$ cat src/rtl/muldiv_unit.sv
// Iterative MIPS multiply/divide unit with HI/LO registers and MTHI/MTLO writes.
// One result bit per cycle: WIDTH CALC cycles followed by one sign-fix cycle.
module muldiv_unit #(
  parameter int unsigned WIDTH = 32
) (
  input  logic             clk,
  input  logic             rst_n,
  input  logic             start,
  input  logic [1:0]       op,
  input  logic [WIDTH-1:0] a,
  input  logic [WIDTH-1:0] b,
  input  logic             hi_we,
  input  logic             lo_we,
  input  logic [WIDTH-1:0] wdata,
  output logic             busy,
  output logic             done,
  output logic             div_by_zero,
  output logic [WIDTH-1:0] hi,
  output logic [WIDTH-1:0] lo
);

  localparam int unsigned CW = (WIDTH > 1) ? $clog2(WIDTH) : 1;
  localparam int unsigned AW = 2 * WIDTH;

  typedef enum logic [1:0] {
    S_IDLE = 2'd0,
    S_CALC = 2'd1,
    S_FIX  = 2'd2
  } state_e;

  state_e           state_q, state_d;
  logic [CW-1:0]    cnt_q, cnt_d;
  logic             is_div_q, is_div_d;
  logic [WIDTH-1:0] opb_q, opb_d;
  logic [AW-1:0]    acc_q, acc_d;
  logic             neg_lo_q, neg_lo_d;
  logic             neg_hi_q, neg_hi_d;
  logic             dbz_pend_q, dbz_pend_d;
  logic             busy_q, busy_d;
  logic             done_q, done_d;
  logic             dbz_q, dbz_d;
  logic [WIDTH-1:0] hi_q, hi_d;
  logic [WIDTH-1:0] lo_q, lo_d;

  // Operand conditioning for a newly accepted op
  logic             in_div, in_signed, a_neg, b_neg;
  logic [WIDTH-1:0] a_abs, b_abs;

  always_comb begin
    in_div    = op[1];
    in_signed = ~op[0];
    a_neg     = in_signed & a[WIDTH-1];
    b_neg     = in_signed & b[WIDTH-1];
    a_abs     = a_neg ? (~a + WIDTH'(1)) : a;
    b_abs     = b_neg ? (~b + WIDTH'(1)) : b;
  end

  // One iteration of shift-add multiply and restoring divide
  logic [WIDTH:0]   mul_sum;
  logic [WIDTH:0]   div_shift;
  logic             div_ge;
  logic [WIDTH-1:0] div_rem;
  logic [AW-1:0]    mul_step, div_step;

  always_comb begin
    mul_sum   = {1'b0, acc_q[AW-1:WIDTH]} + (acc_q[0] ? {1'b0, opb_q} : '0);
    mul_step  = {mul_sum, acc_q[WIDTH-1:1]};
    div_shift = {acc_q[AW-1:WIDTH], acc_q[WIDTH-1]};
    div_ge    = (div_shift >= {1'b0, opb_q});
    div_rem   = div_ge ? WIDTH'(div_shift - {1'b0, opb_q}) : div_shift[WIDTH-1:0];
    div_step  = {div_rem, acc_q[WIDTH-2:0], div_ge};
  end

  // Sign correction applied on the FIX cycle
  logic [AW-1:0]    prod_fix;
  logic [WIDTH-1:0] quo_fix, rem_fix;

  always_comb begin
    prod_fix = neg_lo_q ? (~acc_q + AW'(1)) : acc_q;
    quo_fix  = neg_lo_q ? (~acc_q[WIDTH-1:0] + WIDTH'(1)) : acc_q[WIDTH-1:0];
    rem_fix  = neg_hi_q ? (~acc_q[AW-1:WIDTH] + WIDTH'(1)) : acc_q[AW-1:WIDTH];
  end

  always_comb begin
    state_d    = state_q;
    cnt_d      = cnt_q;
    is_div_d   = is_div_q;
    opb_d      = opb_q;
    acc_d      = acc_q;
    neg_lo_d   = neg_lo_q;
    neg_hi_d   = neg_hi_q;
    dbz_pend_d = dbz_pend_q;
    done_d     = 1'b0;
    dbz_d      = dbz_q;
    hi_d       = hi_q;
    lo_d       = lo_q;

    unique case (state_q)
      S_IDLE: begin
        if (start) begin
          state_d    = S_CALC;
          cnt_d      = CW'(WIDTH - 1);
          is_div_d   = in_div;
          opb_d      = b_abs;
          acc_d      = {{WIDTH{1'b0}}, a_abs};
          neg_lo_d   = a_neg ^ b_neg;
          neg_hi_d   = a_neg;
          dbz_pend_d = in_div & (b == '0);
          dbz_d      = 1'b0;
        end else begin
          if (hi_we) hi_d = wdata;
          if (lo_we) lo_d = wdata;
        end
      end
      S_CALC: begin
        acc_d = is_div_q ? div_step : mul_step;
        cnt_d = cnt_q - CW'(1);
        if (cnt_q == '0) state_d = S_FIX;
      end
      S_FIX: begin
        state_d = S_IDLE;
        done_d  = 1'b1;
        dbz_d   = dbz_pend_q;
        if (is_div_q) begin
          // A zero divisor leaves |a| as remainder, so the signed fix restores raw a in hi
          lo_d = dbz_pend_q ? '1 : quo_fix;
          hi_d = rem_fix;
        end else begin
          lo_d = prod_fix[WIDTH-1:0];
          hi_d = prod_fix[AW-1:WIDTH];
        end
      end
      default: state_d = S_IDLE;
    endcase

    busy_d = (state_d != S_IDLE);
  end

  always_ff @(posedge clk or negedge rst_n) begin
    if (!rst_n) begin
      state_q    <= S_IDLE;
      cnt_q      <= '0;
      is_div_q   <= 1'b0;
      opb_q      <= '0;
      acc_q      <= '0;
      neg_lo_q   <= 1'b0;
      neg_hi_q   <= 1'b0;
      dbz_pend_q <= 1'b0;
      busy_q     <= 1'b0;
      done_q     <= 1'b0;
      dbz_q      <= 1'b0;
      hi_q       <= '0;
      lo_q       <= '0;
    end else begin
      state_q    <= state_d;
      cnt_q      <= cnt_d;
      is_div_q   <= is_div_d;
      opb_q      <= opb_d;
      acc_q      <= acc_d;
      neg_lo_q   <= neg_lo_d;
      neg_hi_q   <= neg_hi_d;
      dbz_pend_q <= dbz_pend_d;
      busy_q     <= busy_d;
      done_q     <= done_d;
      dbz_q      <= dbz_d;
      hi_q       <= hi_d;
      lo_q       <= lo_d;
    end
  end

  assign busy        = busy_q;
  assign done        = done_q;
  assign div_by_zero = dbz_q;
  assign hi          = hi_q;
  assign lo          = lo_q;

endmodule

$ cat config.mk
export PLATFORM = sky130hd
export DESIGN_NAME = muldiv_unit
export DESIGN_NICKNAME = d
export VERILOG_FILES = /design/src/rtl/muldiv_unit.sv
export SDC_FILE = /design/constraint.sdc
export NUM_CORES = 1
export LEC_CHECK = 0
export CORE_UTILIZATION = 45
export DETAILED_ROUTE_END_ITERATION = 12
export PLACE_DENSITY = 0.64
export SLEW_MARGIN = 30
export SYNTH_ARGS = -nofsm -noshare
export SYNTH_HDL_FRONTEND = slang
export SYNTH_SLANG_ARGS = --single-unit
export TNS_END_PERCENT = 10
$ cat constraint.sdc
create_clock -name clk -period 4.8 [get_ports clk]
set_input_delay 0.96 -clock clk [delete_from_list [all_inputs] [get_ports clk]]
set_output_delay 0.96 -clock clk [all_outputs]
set_load 0.01 [all_outputs]
==> impl_metrics.tcl <==
set metrics [dict create \
    vias_per_cell 6.041 \
    vias 14305 \
    gp_congestion 0.9435 \
    clock_latency_ns 0.45 \
    start_util_pct 46.24 \
    drcViolationCount 0 \
    rsz0062_at_grt "no" \
    maxSlewHeadroom_pct 37.97 \
    ir_drop_mv 0.3142 \
    fmax_mhz 253.3 \
    grt-ovfl-total 0 \
    nFillCells 2965 \
    timing.rr.start "acc_q[0]" \
    cts_buffers 17 \
    syn_nets 2033 \
    synth_area_leaders "dfrtp_1 30%, xnor2_1 7.2%, o21ai_0 6.7%, nand2_1 6.2%, ha_1 6.0%" \
    port_buffers 169 \
    grt_pass1_vias 13390 \
    cp-start-kind "flip-flop" \
    r2r_cells 11 \
    ant_nets 0 \
    place_hpwl_um 38490 \
    period_share_pct 82.25 \
    hold_path_class "reg -> reg" \
    clockBufferDepth 2 \
    ys_ff_latch 174 \
    ys_seq_area_share_pct 30.39 \
    io_pins 170 \
    layout_setup_ws_ns 0.8521 \
    clk_pin_slew_ns 0.07 \
    dp.cells 2336 \
    startpoint "acc_q[0]" \
    async_reset_ff_share_pct 100.0 \
    worstReg2RegEnd "acc_q[61]" \
    track_usage_pct 30.31 \
    p_leak_nw 7.086 \
    htreeDepth 4 \
    post_drt_wl_per_cell_um 20.79 \
    synth_area_sq_um 14330 \
    worstPathRequired_ns 5.13 \
    post_synth_num_cell_types 69 \
    power.density_nw_per_um2 813.8 \
    drv_cap 0 \
    dr.first_iter.drc_count 1159 \
    syn_area_per_cell_sq_um 7.708 \
    grt_first_pass_wirelength_um 76870 \
    firstDrtPassIters 5 \
    synthCells 1859 \
    final.setup.tns_ns 0 \
    synth_edf_count 0 \
    post-cts-setup-buffers 0 \
    drive_gt1_share_pct 4.412 \
    hold_path_depth 1 \
    skew_ns 0.008930 \
    diodes 0 \
    grt_max_degree 87 \
    totalWireLength_um 49240 \
    regToRegSetupSlack_ns 0.85 \
    min_from "cnt_q[4]" \
    critPathKind "reg -> reg" \
    stdcell_count 2368 \
    cts_tree "yes" \
    endpoint_kind "flip-flop" \
    die_h_um 180.4 \
    min_delay_worst_endpoint "state_q[1]" \
    dieArea_sq_um 32560 \
    place_ws_ns 0.9353 \
    setup_viol 0 \
    row_count 64 \
    min_period_ns 3.948 \
    status "complete, no violations" \
    antenna_found_initial 0 \
    ys_warn_count 0 \
    synth_top_cell_by_area "dfrtp_1" \
    cts_sinks 174 \
    utilization_pct 54.69 \
    die_x_um 180.4 \
    hold_viol 0 \
    synth.top_cell.area_share_pct 30.39 \
    syn_to_final_growth_pct 18.29 \
    hold_buffers 0 \
    layout.nets 2133 \
    path_max_fanout 14 \
    root_buffer "clkbuf_16" \
    post_cts_resized 0 \
    tightest_slew_ns 0.9285 \
    synth_top_flop_cell "dfrtp_1" \
    core_sq_um 30990 \
    finalMaxSlewViolations 0 \
    power_mw 13.79 \
    arrival_ns 4.28 \
]
-- per-layer routing --
metal / global-route usage, % / up-vias / wire [um]
li1: - / 6867 / -
met1: 45.69 / 6783 / 23900
met2: 44.45 / 610 / 20590
met3: 5.497 / 45 / 4062
met4: 7.077 / 0 / 686
met5: 0 / - / 0
-- power by group --
group	leakage (nW)	switching, mW	internal [mW]
Clock	0.289	0.647	0.784
Combinational	4.68	5.33	3.83
Sequential	2.12	0.995	2.20
Total	7.09	6.97	6.82
-- worst max path at each step --
stage | slack, ns | cells after the start | endpoint
after floorplan | 1.27 | 13 | acc_q[56]
after global placement | 0.97 | 9 | opb_q[24]
after detailed placement | 0.94 | 11 | acc_q[61]
after CTS | 0.92 | 11 | acc_q[61]
after global routing | 0.65 | 13 | acc_q[56]
final | 0.85 | 11 | acc_q[61]
-- cell families (layout without fill, tap and decap cells) --
| family | Yosys count | count (layout) | share of synthesized area (%) |
|---|---|---|---|
| AOI/OAI and AO/OA | 612 | 612 | 25.79 |
| and+or+nand+nor | 605 | 605 | 19.43 |
| buffers and inverters | 187 | 300 | 4.907 |
| DFF | 174 | 174 | 30.39 |
| xor gates and xnor gates | 172 | 172 | 10.51 |
| adders and majority gates | 71 | 71 | 6.305 |
| muxes | 38 | 38 | 2.663 |
-- metrics by stage --
step / cell area [sq um] / hold WS [ns]
finish: 16950 / 0.4740
global route: 16950 / 0.5122
detailed placement: 16370 / 0.4658
CTS: 16950 / 0.4735
global placement: 16360 / 0.4558
floorplan: 14330 / 0.4454
-- cell type report --
type	count	area, sq um	area share, %
inverters	68	255.2	1.506
clock inverters	13	138.9	0.8194
multi-input cells	1498	9310	54.93
flip-flops and latches	174	4355	25.70
well taps	396	495.5	2.923
repair buffers	200	1951	11.51
clock buffers	19	442.9	2.613
-- cell usage after synthesis (all sizes together), types with 6 or more instances --
cell type	n
nand2	236
o21ai	230
dfrtp	174
nor2	152
a21oi	142
xnor2	118
clkbuf	105
ha	69
inv	68
xor2	54
nor3	45
o22ai	43
mux2i	37
a21o	29
nand2b	24
nand3	24
o31ai	24
nor4	23
a22oi	22
and3	19
nor2b	18
a31oi	16
or3	15
buf	14
nand4	13
o211ai	13
o41ai	13
or4	13
a211oi	12
a221o	11
o21a	10
a221oi	8
o21bai	8
a31o	6
o221ai	6
-- cell usage in the layout, fill, tap and decap left out, types with 19 or more instances in the layout --
| master | n |
|---|---|
| nand2_1 | 234 |
| mux2i_1 | 37 |
| buf_4 | 29 |
| clkdlybuf4s50_1 | 168 |
| nand3_1 | 24 |
| and3_1 | 19 |
| o31ai_1 | 24 |
| a21oi_1 | 142 |
| nor3_1 | 45 |
| a21o_1 | 29 |
| nand2b_1 | 24 |
| xnor2_1 | 118 |
| a22oi_1 | 22 |
| nor4_1 | 23 |
| o21ai_1 | 36 |
| dfrtp_1 | 173 |
| ha_1 | 69 |
| nor2_1 | 151 |
| o21ai_0 | 193 |
| inv_1 | 68 |
| o22ai_1 | 43 |
| xor2_1 | 54 |
-- critical path: stages, from the launching register on --
cell and delay (ns):
dfrtp_1 0.45, inv_1 0.42, buf_4 0.28, nor2_1 0.07, ha_1 0.41, nand4_1 0.14, or4_1 0.56, o31ai_1 0.51
o221ai_1 0.30, o21ai_0 0.25, xor2_1 0.10, a221o_1 0.33
-- sequential cells by signal, indices dropped and copies added (netlist names) --
| register | flops |
|---|---|
| state_q | 2 |
| busy | 1 |
| div_by_zero | 1 |
| lo | 32 |
| done | 1 |
| is_div_q | 1 |
| opb_q | 32 |
| neg_hi_q | 1 |
| cnt_q | 5 |
| dbz_pend_q | 1 |
| neg_lo_q | 1 |
| hi | 32 |
| acc_q | 64 |
Note: power is estimated with default switching activity, not from simulation.
